[src/rtl/mul8_seq_ctrl.sv]
// rtl/mul8_seq_ctrl.sv - sequential 8x8 shift-and-add multiplier sharing one 8-bit ripple-carry adder

module mul8_rca8 (
  input  logic [7:0] x,
  input  logic [7:0] y,
  output logic [8:0] sum
);
  logic [8:0] carry;

  always_comb begin
    carry    = '0;
    sum      = '0;
    carry[0] = 1'b0;
    for (int i = 0; i < 8; i++) begin
      sum[i]       = x[i] ^ y[i] ^ carry[i];
      carry[i + 1] = (x[i] & y[i]) | (carry[i] & (x[i] ^ y[i]));
    end
    sum[8] = carry[8];
  end
endmodule

module mul8_seq_ctrl #(
  parameter int N_BITS = 8
) (
  input  logic        clk,
  input  logic        rst_n,
  input  logic        in_valid,
  output logic        in_ready,
  input  logic [7:0]  a,
  input  logic [7:0]  b,
  input  logic        flush,
  output logic        out_valid,
  input  logic        out_ready,
  output logic [15:0] product,
  output logic        busy
);
  if (N_BITS != 8) begin : g_cfg_error
    $error("mul8_seq_ctrl: N_BITS must be 8 to match the shared adder");
  end

  typedef enum logic [1:0] {
    ST_IDLE = 2'd0,
    ST_RUN  = 2'd1,
    ST_DONE = 2'd2
  } state_t;

  state_t      state_q, state_d;
  logic [2:0]  cnt_q, cnt_d;
  logic [7:0]  mcand_q, mcand_d;
  logic [7:0]  acc_hi_q, acc_hi_d;
  logic [7:0]  acc_lo_q, acc_lo_d;
  logic [7:0]  addend;
  logic [8:0]  add_sum;
  logic        accept;

  // The multiplier bit under examination is always acc_lo[0]; its carry joins the right shift.
  assign addend = acc_lo_q[0] ? mcand_q : 8'h00;

  mul8_rca8 u_adder (
    .x   (acc_hi_q),
    .y   (addend),
    .sum (add_sum)
  );

  assign in_ready  = rst_n & ((state_q == ST_IDLE) | ((state_q == ST_DONE) & out_ready));
  assign out_valid = (state_q == ST_DONE);
  assign busy      = (state_q == ST_RUN);
  assign product   = out_valid ? {acc_hi_q, acc_lo_q} : 16'h0000;
  assign accept    = in_valid & in_ready;

  always_comb begin
    state_d  = state_q;
    cnt_d    = cnt_q;
    mcand_d  = mcand_q;
    acc_hi_d = acc_hi_q;
    acc_lo_d = acc_lo_q;

    case (state_q)
      ST_IDLE: begin
        if (accept) begin
          mcand_d  = a;
          acc_hi_d = 8'h00;
          acc_lo_d = b;
          cnt_d    = 3'd0;
          state_d  = ST_RUN;
        end
      end
      ST_RUN: begin
        {acc_hi_d, acc_lo_d} = {add_sum, acc_lo_q[7:1]};
        cnt_d = cnt_q + 3'd1;
        if (cnt_q == 3'd7) begin
          state_d = ST_DONE;
        end
      end
      ST_DONE: begin
        if (out_ready) begin
          if (in_valid) begin
            mcand_d  = a;
            acc_hi_d = 8'h00;
            acc_lo_d = b;
            cnt_d    = 3'd0;
            state_d  = ST_RUN;
          end else begin
            state_d = ST_IDLE;
          end
        end
      end
      default: begin
        state_d = ST_IDLE;
      end
    endcase

    // Abort wins over everything, including an operand pair offered on the same edge.
    if (flush) begin
      state_d  = ST_IDLE;
      cnt_d    = 3'd0;
      mcand_d  = 8'h00;
      acc_hi_d = 8'h00;
      acc_lo_d = 8'h00;
    end
  end

  always_ff @(posedge clk or negedge rst_n) begin
    if (!rst_n) begin
      state_q  <= ST_IDLE;
      cnt_q    <= 3'd0;
      mcand_q  <= 8'h00;
      acc_hi_q <= 8'h00;
      acc_lo_q <= 8'h00;
    end else begin
      state_q  <= state_d;
      cnt_q    <= cnt_d;
      mcand_q  <= mcand_d;
      acc_hi_q <= acc_hi_d;
      acc_lo_q <= acc_lo_d;
    end
  end
endmodule

[config.mk]
export PLATFORM = sky130hd
export DESIGN_NAME = mul8_seq_ctrl
export DESIGN_NICKNAME = d
export VERILOG_FILES = /design/src/rtl/mul8_seq_ctrl.sv
export SDC_FILE = /design/constraint.sdc
export NUM_CORES = 1
export LEC_CHECK = 0
export ABC_CLOCK_PERIOD_IN_PS = 3700
export CAP_MARGIN = 30
export CORE_MARGIN = 5
export CORE_UTILIZATION = 54
export CTS_CLUSTER_DIAMETER = 50
export CTS_CLUSTER_SIZE = 40
export DETAILED_ROUTE_END_ITERATION = 8
export DONT_BUFFER_PORTS = 1
export PLACE_DENSITY = 0.82
export SLEW_MARGIN = 20
export SYNTH_ARGS = -nofsm -noshare
export SYNTH_HDL_FRONTEND = slang
export SYNTH_SLANG_ARGS = --single-unit
[constraint.sdc]
create_clock -name clk -period 3.7 [get_ports clk]
set_clock_uncertainty 0.15 [all_clocks]
set_input_delay 0.925 -clock clk [delete_from_list [all_inputs] [get_ports clk]]
set_output_delay 0.925 -clock clk [all_outputs]
set_load 0.02 [all_outputs]
# ---- Yosys cells after proc, flatten, opt, wreduce, memory -nomap -nowiden
# Cells that the tools add are included.
dict set report totals {
  word_cells 88
  input_bits 21
  regBits 29
}
dict set report classes {
  reduce_logical 6
  muxes 28
  add_sub_neg 1
  bitwise 41
  n_eq_ne 7
}
# op n
set op_table {}
lappend op_table {{8-bit 2-to-1 mux} 13}
lappend op_table {{8-bit one-hot mux with 3 select lines} 2}
lappend op_table {{1-bit bitwise AND} 18}
lappend op_table {{16-bit 2-to-1 mux} 1}
lappend op_table {{8-bit one-hot mux with 2 select lines} 1}
lappend op_table {{1-bit XOR} 15}
lappend op_table {{3-bit 2-to-1 mux} 4}
lappend op_table {{3-bit one-hot mux with 3 select lines} 1}
lappend op_table {{2-bit 2-to-1 mux} 4}
lappend op_table {{1-bit OR} 8}
lappend op_table {{4-bit AND reduction} 2}
lappend op_table {{3-bit by 2-bit inequality test with 1-bit output (second input constant)} 2}
lappend op_table {{3-bit inequality test (second input constant)} 2}
lappend op_table {{2-bit one-hot mux with 3 select lines} 1}
lappend op_table {{4-bit nonzero test} 1}
lappend op_table {{3-bit by 1-bit adder with 3-bit output (second input constant)} 1}
lappend op_table {{3-bit equality test (second input constant)} 1}
lappend op_table {{3-bit AND reduction} 1}
lappend op_table {{3-bit nonzero test} 1}
lappend op_table {{2-bit by 1-bit equality test with 1-bit output (second input constant)} 1}
lappend op_table {{2-bit equality test (second input constant)} 1}
lappend op_table {{2-bit zero test} 1}
lappend op_table {{1-bit 2-to-1 mux} 1}

# ---- Depth between registers and ports, before layout
# Gate-level depths: netlist (run 1).
dict set report logic_depth {
  depth_word 18
  mapped_depth 14
  depth_no_buf 13
}

# ---- Hierarchy
# A second synthesis (run 1) with hierarchy kept.
dict set report hier_totals {
  hier_cells 161
  area_unflattened_um2 1680.4
}
# mod cells_per_inst area_per_inst_um2 n_inst
set by_module_without_submodules {}
lappend by_module_without_submodules {mul8_seq_ctrl 143 1490.2 1}
lappend by_module_without_submodules {mul8_rca8 18 190.2 1}

# ---- Worst setup path before layout (run 1)
# No wires, ideal clock.
dict set report synth_timing {
  path_kind {flip-flop to flip-flop}
  from {register acc_lo_q[0]}
  to {register acc_hi_q[6]}
  synth_period_minus_slack_ps 3763
  stages_incl_launch_ff 15
  t_arrival_ps 3487
  setup_slack_ps -63
  setup_time_ps 125
  n_path_buf 1
  t_required_ps 3425
  cell_sequence {dfrtp_1 clkbuf_1 and2_1 ha_1 inv_1 fa_1 fa_1 fa_1 fa_1 fa_1 inv_1 fa_1 inv_1 fa_1 o2bb2ai_1}
}
dict set report synth_via {
  elab_chain_cells 17
}
# item line
set synth_rtl {}
lappend synth_rtl {{from (decl)} 51} ;# logic [7:0] acc_lo_q, acc_lo_d;
lappend synth_rtl {{from (signal assigned)} 135} ;# acc_lo_q <= acc_lo_d;
lappend synth_rtl {{8-bit 2-to-1 mux *} 57} ;# assign addend = acc_lo_q[0] ? mcand_q : 8'h00;
lappend synth_rtl {{1-bit bitwise AND / 1-bit XOR (equally long branches)} 16} ;# carry[i + 1] = (x[i] & y[i]) | (carry[i] & (x[i] ^ y[i]));
lappend synth_rtl {{1-bit bitwise AND} 16}
lappend synth_rtl {{1-bit OR} 16}
lappend synth_rtl {{1-bit bitwise AND} 16}
lappend synth_rtl {{1-bit OR} 16}
lappend synth_rtl {{1-bit bitwise AND} 16}
lappend synth_rtl {{1-bit OR} 16}
lappend synth_rtl {{1-bit bitwise AND} 16}
lappend synth_rtl {{1-bit OR} 16}
lappend synth_rtl {{1-bit bitwise AND} 16}
lappend synth_rtl {{1-bit OR} 16}
lappend synth_rtl {{1-bit bitwise AND} 16}
lappend synth_rtl {{1-bit OR} 16}
lappend synth_rtl {{1-bit XOR *} 15} ;# sum[i] = x[i] ^ y[i] ^ carry[i];
lappend synth_rtl {{8-bit one-hot mux with 3 select lines *} 78} ;# case (state_q)
lappend synth_rtl {{8-bit 2-to-1 mux *} 114} ;# if (flush) begin
lappend synth_rtl {{to (signal assigned)} 134} ;# acc_hi_q <= acc_hi_d;
lappend synth_rtl {{to (decl)} 50} ;# logic [7:0] acc_hi_q, acc_hi_d;
# Mark *: on every way between the ends. The rest lies on a longest branch, timed or not.
# A chain may end at the register's enable or synchronous reset.

# ---- Worst setup path after layout (run 1)
# Ends and elaborated chain as after synthesis.

==> results of run 1 <==
==> worst max-delay path, delay by kind of cell, from the launching register on <==
| family | cells | cell delay, ps |
|---|---|---|
| AO/OA/AOI/OAI | 1 | 60 |
| adder cells (fa/ha/maj) | 8 | 2570 |
| buffers and inverters | 3 | 170 |
| flip-flops | 1 | 350 |
| AND/OR/NAND/NOR | 1 | 130 |
==> final cells by class <==
class / count / area (sq um)
Sequential cell: 29 / 726
Tap cell: 44 / 55.1
Inverter: 11 / 41.3
Clock buffer: 7 / 55.1
Timing Repair Buffer: 3 / 22.5
Multi-Input combinational cell: 102 / 921
Fill cell: 268 / 1260
==> path summary, 6_finish.rpt <==
path / slack, ps / startpoint / cells after the start / to
worst max-delay path: 160 / acc_lo_q[0] / 13 / acc_hi_q[6]
worst min register to register: 360 / mcand_q[0] / 1 / mcand_q[0]
worst max register to register: 160 / acc_lo_q[0] / 13 / acc_hi_q[6]
min in group clk: 360 / mcand_q[0] / 1 / mcand_q[0]
worst min-delay path: 140 / rst_n / 0 / acc_hi_q[5]
max in group asynchronous: 3180 / rst_n / 0 / mcand_q[3]
==> flip-flops by register name, indices dropped and copies added (netlist names) <==
| register | count |
|---|---|
| acc_hi_q | 8 |
| acc_lo_q | 8 |
| mcand_q | 8 |
| cnt_q | 3 |
| state_q | 2 |
==> timing repair <==
item | 4_1_cts | 5_1_grt
hold buffers | 0 | 0
buffers inserted | 0 | 0
setup endpoints to repair | 0 | 2
gates resized for setup | 0 | 3
==> cell usage after synthesis, types with 3 or more instances <==
library cell | number | share of area, %
mux2_2 | 9 | 5.8
ha_1 | 3 | 2.2
nor2b_1 | 11 | 4.0
fa_1 | 7 | 8.1
nand2_1 | 7 | 1.5
buf_6 | 3 | 1.9
mux2i_1 | 8 | 4.6
o31ai_1 | 8 | 3.5
a22o_1 | 3 | 1.5
clkbuf_1 | 5 | 1.1
inv_1 | 10 | 2.2
o2bb2ai_1 | 7 | 3.5
o2111ai_1 | 8 | 4.0
and2_1 | 18 | 6.5
dfrtp_1 | 29 | 42
==> power groups by stage <==
stage	combinational [mW]	clock [mW]	sequential [mW]
finish	0.0712	0.194	0.350
global route	0.0792	0.217	0.354
CTS	0.0716	0.200	0.350
detailed placement	0.0715	0	0.357
global placement	0.0686	0	0.355
floorplan	0.0661	0	0.351
==> layer usage <==
| metal | wire (um) | up-vias | GRT usage [%] |
|---|---|---|---|
| met5 | 0 | - | 0 |
| met4 | 50 | 0 | 6.09 |
| met3 | 268 | 5 | 7.25 |
| met2 | 1670 | 37 | 29.1 |
| met1 | 1410 | 564 | 19.5 |
| li1 | - | 535 | - |
==> logic make-up (layout without fill, tap and decap cells) <==
family | Yosys count | after routing | synth area share (%)
AO/OA/AOI/OAI | 32 | 32 | 16.0
adder cells (fa/ha/maj) | 10 | 10 | 10.2
flip-flops | 29 | 29 | 41.7
buffers and inverters | 20 | 21 | 5.82
AND/OR/NAND/NOR | 42 | 42 | 15.0
multiplexers | 18 | 18 | 11.3
==> results.py, run 1 <==
metrics = {
    "status": {
        "outcome": "finished, final reports clean",
    },
    "timing": {
        "slew_headroom_pct": 55.2,
        "whs_ps": 137,
        "period_share_pct": 95.7,
        "setup_viol": 0,
        "tns_ps": 0,
        "fmaxAchievable_mhz": 282,
        "layout_setup_ws_ps": 159,
        "final-max-slew-violation-count": 0,
        "hold_viol": 0,
        "rsz0062_at_grt": "false",
        "min_period_ps": 3540,
        "worst_pin_slew_ps": 671,
    },
    "power_and_ir_drop": {
        "seqPwrFrac_pct": 56.9,
        "total_power_mw": 0.616,
        "power_density_nw_per_um2": 338,
        "pwr-share-clk_pct": 31.5,
        "netSwitchingFraction_pct": 25.3,
        "p_sw_mw": 0.156,
        "ir_worst_vdd_mv": 0.205,
        "intPower_mw": 0.460,
        "combPwrFrac_pct": 11.6,
        "power.leakage_nw": 0.763,
    },
    "clock_network": {
        "clock_sinks": 29,
        "cts_buffer_depth": 2,
        "cts_max_level": 2,
        "clockRootBuffer": "clkbuf_4",
        "clk_latency_ps": 320,
        "cts_tree": "done",
        "path_clk_slew_ps": 90,
        "cts_made_buffers": 5,
    },
    "floorplan": {
        "ios": 40,
        "dieArea_sq_um": 4460,
        "core_area_sq_um": 3080,
        "die_width_um": 66.8,
        "start_util_pct": 56.5,
        "row_count": 20,
        "fp.dieH_um": 66.8,
    },
    "placement": {
        "placed_cells": 189,
        "dp_hpwl_mm": 2.49,
        "numPortBuffers": 0,
        "routabilityCongestion": 0.805,
        "placed_area_sq_um": 1760,
        "dpl_worst_slack_ps": 26.5,
    },
    "setup_path": {
        "crit_path_start_kind": "flip-flop",
        "worst_path_max_delay_cell": "fa_1",
        "path_cells": "and2_1 > ha_1 > inv_1 > fa_1 > fa_2 > fa_2 > fa_2 > fa_1 > inv_1 > fa_1 > inv_1 > fa_1 > o2bb2ai_1",
        "cp.arrival_ps": 3590,
        "crit_path_frequent_cell": "fa_1",
        "slowest_delay_ps": 480,
        "endpoint_kind": "flip-flop",
        "crit_type": "reg -> reg",
        "crit_fanout": 2,
        "cp.required_ps": 3750,
    },
    "cells_and_area": {
        "post-route-cell-area_sq_um": 1820,
        "area_growth_pct": 4.60,
        "final_cell_mix": "dfrtp_1 (29), and2_1 (18), nor2b_1 (11)",
        "final_common_cell": "dfrtp_1",
        "nets": 183,
        "fin_util_pct": 59.1,
        "final_cells": 196,
        "antenna_cells": 0,
        "drive_above_1_share_pct": 16.4,
    },
    "yosys": {
        "synth_fp_nets": 182,
        "synth_area_per_cell_sq_um": 11.5,
        "synth_edf_count": 0,
        "synth_warnings": 0,
        "synth_flop_cell": "dfrtp_1",
        "yosysUniqueCellTypes": 30,
        "async_flop_share_pct": 100,
        "synth-seq-cells": 29,
        "yosysSeqAreaShare_pct": 41.7,
        "synth_cells": 151,
        "synth_area_sq_um": 1740,
    },
    "flow_run": {
        "cap_violations": 0,
    },
    "routing": {
        "antenna_left": 0,
        "via_per_inst": 5.82,
        "dr.pass1.iters": 4,
        "drc_errors": 0,
        "drt_iter0_markers": 71,
        "num_vias": 1141,
        "post_drt_wl_per_cell_um": 17.3,
        "drt_wl_total_mm": 3.40,
    },
    "grt": {
        "grt_max_degree": 34,
        "gr-total-overflow": 0,
        "grt_pass1_vias": 1222,
        "grt_pass1_wl_mm": 5.65,
        "antenna_found_initial": 0,
        "track_usage_pct": 17.3,
    },
    "worst_hold_path": {
        "hold_class": "in -> async",
    },
}
Note: power is estimated with default switching activity, not from simulation.
==> run 2, diff against run 1 <==
--- a/config.mk
+++ b/config.mk
@@ -14,6 +14,7 @@
 export DETAILED_ROUTE_END_ITERATION = 8
 export DONT_BUFFER_PORTS = 1
 export PLACE_DENSITY = 0.82
+export REMOVE_ABC_BUFFERS = 1
 export SLEW_MARGIN = 20
 export SYNTH_ARGS = -nofsm -noshare
 export SYNTH_HDL_FRONTEND = slang
==> run 2 against run 1 <==
Hold slack got worse by 11 ps; clock-buffer cell count grew 1; global-route usage up 1.9 points; final area up 0.14%; register-to-register slack better by 50 ps; clock power shrank 6%.
==> results.py, run 2 (synthesis results as in run 1) <==
metrics = {
    "status": {
        "outcome": "finished, final reports clean",
    },
    "timing": {
        "slew_headroom_pct": 55.4,
        "worst_pin_slew_ps": 667,
        "fmaxAchievable_mhz": 286,
        "hold_viol": 0,
        "rsz0062_at_grt": "false",
        "final-max-slew-violation-count": 0,
        "period_share_pct": 94.4,
        "tns_ps": 0,
        "setup_viol": 0,
        "min_period_ps": 3490,
    },
    "clock_network": {
        "cts_made_buffers": 5,
        "clock_sinks": 29,
        "postCtsHoldBufs": 0,
        "clk_latency_ps": 330,
        "cts_max_level": 2,
        "clockRootBuffer": "clkbuf_4",
        "path_clk_slew_ps": 90,
        "cts_resized": 0,
        "post_cts_buffers": 0,
        "cts_buffer_depth": 2,
        "cts_tree": "done",
    },
    "floorplan": {
        "fp.dieH_um": 66.8,
        "dieArea_sq_um": 4460,
        "row_count": 20,
        "core_area_sq_um": 3080,
        "start_util_pct": 56.5,
        "ios": 40,
        "die_width_um": 66.8,
    },
    "setup_path": {
        "crit_family": "adder cells",
        "ff2ff_path_depth": 13,
        "crit_type": "reg -> reg",
        "crit_path_frequent_cell": "fa_2",
        "cp.arrival_ps": 3560,
        "crit_path_start_kind": "flip-flop",
        "rrSetupSlack_ps": 210,
        "crit_buf_inv": 3,
        "worst_path_max_delay_cell": "fa_1",
        "endpoint_kind": "flip-flop",
        "slowest_delay_ps": 490,
        "cp.required_ps": 3770,
        "rr_startpoint": "mcand_q[0]",
        "regToRegEndpoint": "acc_hi_q[6]",
        "crit_fanout": 2,
        "path_cells": "and2_1 > ha_1 > inv_1 > fa_2 > fa_2 > fa_2 > fa_2 > fa_1 > inv_1 > fa_1 > inv_1 > fa_1 > o2bb2ai_2",
    },
    "placement": {
        "numPortBuffers": 0,
        "placed_cells": 189,
        "routabilityCongestion": 0.786,
        "dp_hpwl_mm": 2.53,
    },
    "power_and_ir_drop": {
        "ir_worst_vdd_mv": 0.187,
        "power_density_nw_per_um2": 332,
        "power.leakage_nw": 0.762,
    },
    "cells_and_area": {
        "nets": 183,
        "antenna_cells": 0,
        "final_cells": 197,
        "final_common_cell": "dfrtp_1",
        "drive_above_1_share_pct": 17.0,
        "seqCellArea_sq_um": 726,
        "top_regs": "acc_hi_q x8, acc_lo_q x8, mcand_q x8",
        "multi_input_area_sq_um": 930,
        "nFillCells": 253,
        "area_growth_pct": 4.74,
        "final_cell_mix": "dfrtp_1 (29), and2_1 (18), nor2b_1 (11)",
    },
    "routing": {
        "antenna_left": 0,
        "via_per_inst": 5.89,
        "post_drt_wl_per_cell_um": 17.7,
        "top_layer": "met4",
        "dr_wl_met2_mm": 1.81,
        "drt_iter0_markers": 69,
        "wl_met1_mm": 1.44,
        "drt_wl_total_mm": 3.49,
        "met3_wirelength_um": 172,
        "dr.pass1.iters": 4,
        "drc_errors": 0,
        "num_vias": 1160,
    },
    "grt": {
        "grt_pass1_wl_mm": 6.29,
        "grt_pass1_vias": 1341,
        "grt_max_degree": 34,
        "track_usage_pct": 19.2,
        "antenna_found_initial": 0,
        "gr-total-overflow": 0,
    },
    "worst_hold_path": {
        "hold_class": "in -> async",
    },
    "flow_run": {
        "cap_violations": 0,
    },
}
## run 2: cell count changes in the layout (fill, tap and decap cells not counted), sizes merged
cell    before  now
clkbuf       7    8
## run 2: worst max path at each step
stage / start / to / slack [ps] / cells past startpoint
finish: mcand_q[0] / acc_hi_q[6] / 210 / 13
global route: acc_lo_q[0] / acc_hi_q[6] / 70 / 13
CTS: mcand_q[0] / acc_hi_q[6] / 10 / 13
detailed placement: mcand_q[0] / acc_hi_q[6] / 30 / 13
global placement: acc_lo_q[0] / acc_hi_q[6] / 160 / 13
floorplan: acc_lo_q[0] / acc_hi_q[6] / 50 / 13
## run 2: metal layers
layer / vias to the layer above / track usage [%]
met5: - / 0
met4: 0 / 9.90
met3: 8 / 5.56
met2: 29 / 30.3
met1: 585 / 23.6
li1: 538 / -
## run 2: cell type report
| cell class | count | share of cell area, % |
|---|---|---|
| Timing Repair Buffer | 3 | 1.24 |
| Inverter | 11 | 2.26 |
| Clock buffer | 8 | 2.68 |
| Tap cell | 44 | 3.02 |
| Sequential cell | 29 | 39.8 |
| Multi-Input combinational cell | 102 | 51.0 |
## run 2: power by group
part / switching (mW) / internal, mW
clock: 0.107 / 0.0756
sequential: 0.0135 / 0.336
combinational: 0.0388 / 0.0343
total: 0.159 / 0.446
## run 2: through the flow
stage / util [%] / cell area (sq um) / total power [mW] / setup slack, ps / hold WS, ps
final: 59.2 / 1820 / 0.605 / 209 / 126
after global routing: 59.2 / 1820 / 0.636 / 69.0 / 103
after CTS: 58.7 / 1810 / 0.609 / 14.7 / 117
after detailed placement: 57.1 / 1760 / 0.429 / 33.1 / 342
after global placement: 57.1 / 1760 / 0.423 / 156 / 329
after floorplan: - / 1680 / 0.409 / 53.4 / 319
==> run 3, diff against run 2 <==
--- a/config.mk
+++ b/config.mk
@@ -5,6 +5,7 @@
 export SDC_FILE = /design/constraint.sdc
 export NUM_CORES = 1
 export LEC_CHECK = 0
+export ABC_AREA = 1
 export ABC_CLOCK_PERIOD_IN_PS = 3700
 export CAP_MARGIN = 30
 export CORE_MARGIN = 5
@@ -15,6 +16,8 @@
 export DONT_BUFFER_PORTS = 1
 export PLACE_DENSITY = 0.82
 export REMOVE_ABC_BUFFERS = 1
+export SETUP_SLACK_MARGIN = 0.4
+export SKIP_CTS_REPAIR_TIMING = 1
 export SLEW_MARGIN = 20
 export SYNTH_ARGS = -nofsm -noshare
 export SYNTH_HDL_FRONTEND = slang
==> run 3 against run 2 <==
Total power up 31%; via count rose by 27%; utilization up 0.70 points; critical path depth grew 2; combinational power up 150%; cell count increased by 55%.
==> results.py, run 3 <==
metrics = {
    "yosys": {
        "yosysTopAreaCellShare_pct": 40.0,
        "synth_flop_cell": "dfrtp_1",
        "synth_area_leaders": "dfrtp_1 (40%), nand2_1 (20%), inv_1 (8.1%)",
        "yosysUniqueCellTypes": 21,
        "synth_area_sq_um": 1810,
        "yosysMostFrequentCell": "nand2_1",
        "synth-seq-cells": 29,
        "synth_edf_count": 0,
        "yosysSeqAreaShare_pct": 40.0,
        "synth_commonest_cells": "nand2_1 (98), inv_1 (39), nor2_1 (35)",
        "async_flop_share_pct": 100,
        "yosys.area.top_type": "dfrtp_1",
        "synth_cells": 252,
        "synth_area_per_cell_sq_um": 7.20,
        "synth_warnings": 0,
    },
    "cells_and_area": {
        "nets": 289,
        "drive_above_1_share_pct": 14.3,
        "top_regs": "acc_hi_q x8, acc_lo_q x8, mcand_q x8",
        "final_cells": 305,
        "antenna_cells": 0,
        "area_growth_pct": 8.48,
        "final_common_cell": "nand2_1",
        "final_cell_mix": "nand2_1 (97), inv_1 (37), nor2_1 (34)",
    },
    "setup_path": {
        "crit_path_start_kind": "flip-flop",
        "worst_path_max_delay_cell": "fa_2",
        "endpoint_kind": "flip-flop",
        "crit_buf_inv": 4,
        "cp.arrival_ps": 3690,
        "rr_startpoint": "acc_lo_q[0]",
        "path_cells": "nand2_1 > inv_1 > ha_1 > inv_1 > fa_2 > fa_2 > fa_2 > fa_2 > fa_2 > inv_2 > fa_2 > inv_1 > fa_2 > or2_2 > nand2_1",
        "crit_fanout": 2,
        "crit_path_frequent_cell": "fa_2",
        "regToRegEndpoint": "acc_hi_q[6]",
        "rrSetupSlack_ps": 130,
        "crit_type": "reg -> reg",
        "cp.required_ps": 3820,
        "slowest_delay_ps": 390,
        "ff2ff_path_depth": 15,
        "crit_family": "adder cells",
    },
    "clock_network": {
        "cts_buffer_depth": 2,
        "clock_sinks": 29,
        "clk_latency_ps": 330,
        "cts_max_level": 2,
        "cts_tree": "done",
        "cts_made_buffers": 5,
        "path_clk_slew_ps": 90,
        "clockRootBuffer": "clkbuf_4",
    },
    "power_and_ir_drop": {
        "power_density_nw_per_um2": 403,
        "power.leakage_nw": 1.05,
        "ir_worst_vdd_mv": 0.259,
        "total_power_mw": 0.794,
    },
    "routing": {
        "drt_iter0_markers": 54,
        "num_vias": 1468,
        "dr_wl_met2_mm": 1.67,
        "wl_met1_mm": 1.72,
        "antenna_left": 0,
        "met3_wirelength_um": 261,
        "via_per_inst": 4.81,
        "drc_errors": 0,
        "top_layer": "met4",
        "drt_wl_total_mm": 3.67,
        "post_drt_wl_per_cell_um": 12.0,
        "dr.pass1.iters": 4,
    },
    "grt": {
        "antenna_found_initial": 0,
        "grt_pass1_wl_mm": 6.03,
        "track_usage_pct": 17.9,
        "gr-total-overflow": 0,
        "grt_pass1_vias": 1358,
        "grt_max_degree": 31,
    },
    "timing": {
        "final-max-slew-violation-count": 0,
        "min_period_ps": 3570,
        "rsz0062_at_grt": "true",
        "slew_headroom_pct": 59.3,
        "setup_viol": 0,
        "worst_pin_slew_ps": 608,
        "fmaxAchievable_mhz": 280,
        "hold_viol": 0,
        "tns_ps": 0,
        "period_share_pct": 96.4,
    },
    "status": {
        "outcome": "finished, final reports clean",
    },
    "floorplan": {
        "ios": 40,
        "die_width_um": 68.0,
        "row_count": 21,
        "start_util_pct": 55.2,
        "dieArea_sq_um": 4620,
        "fp.dieH_um": 68.0,
        "core_area_sq_um": 3280,
    },
    "placement": {
        "dp_hpwl_mm": 2.53,
        "placed_cells": 295,
        "numPortBuffers": 0,
        "routabilityCongestion": 0.749,
    },
    "worst_hold_path": {
        "hold_class": "in -> async",
    },
    "flow_run": {
        "cap_violations": 0,
    },
}
## run 3: cell types whose count changed after synthesis, moves of 8 or more
| cell | before | now |
|---|---|---|
| nor2_1 | 1 | 35 |
| mux2_2 | 9 | 0 |
| and2_1 | 18 | 1 |
| o31ai_1 | 8 | 0 |
| o2111ai_1 | 8 | 0 |
| nand3_1 | 0 | 11 |
| inv_1 | 10 | 39 |
| nor2b_1 | 11 | 0 |
| nand2_1 | 7 | 98 |
| mux2i_1 | 8 | 0 |
## run 3: cell families after synthesis
logic type	share of synthesized area, %
adders and majority gates	9.79
AOI/OAI and AO/OA	0.276
DFF	40.0
and+or+nand+nor	39.4
buffers and inverters	10.5
## run 3: layer usage
metal	global-route usage, %	vias to the layer above
met5	0	-
met3	7.55	2
met2	27.1	40
li1	-	750
met1	23.4	676
met4	5.21	0
## run 3: worst max path at each step
stage	start	end	slack, ps	cells past startpoint
CTS	mcand_q[0]	acc_hi_q[6]	-80	15
floorplan	acc_lo_q[0]	acc_hi_q[6]	-110	15
detailed placement	mcand_q[0]	acc_hi_q[6]	-50	15
global route	acc_lo_q[0]	acc_hi_q[6]	-10	15
global placement	mcand_q[0]	acc_hi_q[6]	-8	15
finish	acc_lo_q[0]	acc_hi_q[6]	130	15
## run 3: area by class of cell
class,count,area (sq um)
Inverter,40,154
Timing Repair Buffer,5,37.5
Clock inverter,1,5.00
Sequential cell,29,726
Tap cell,46,57.6
Clock buffer,7,65.1
Fill cell,314,1320
Multi-Input combinational cell,177,923
## run 3: worst reg2reg max path: stages, from the launching register on
cell and delay (ps):
dfrtp_1 360, nand2_1 50, inv_1 50, ha_1 120, inv_1 50, fa_2 340
fa_2 360, fa_2 340, fa_2 340, fa_2 340, inv_2 60, fa_2 170
inv_1 50, fa_2 390, or2_2 290, nand2_1 60
## run 3: metrics by stage
| stage | utilization [%] | hold WS, ps | setup slack [ps] | area [sq um] |
|---|---|---|---|---|
| after global placement | 56.5 | 305 | -7.94 | 1850 |
| after detailed placement | 56.5 | 308 | -51.5 | 1850 |
| after global routing | 59.9 | 77.5 | -10.0 | 1970 |
| after floorplan | - | 292 | -108 | 1770 |
| final | 59.9 | 131 | 133 | 1970 |
| after CTS | 58.6 | 110 | -79.2 | 1920 |
## run 3: where the power goes
group          internal (mW)  total (mW)  switching, mW
combinational         0.0615       0.180          0.119
sequential             0.360       0.391         0.0307
clock                  0.110       0.223          0.113
total                  0.532       0.794          0.262
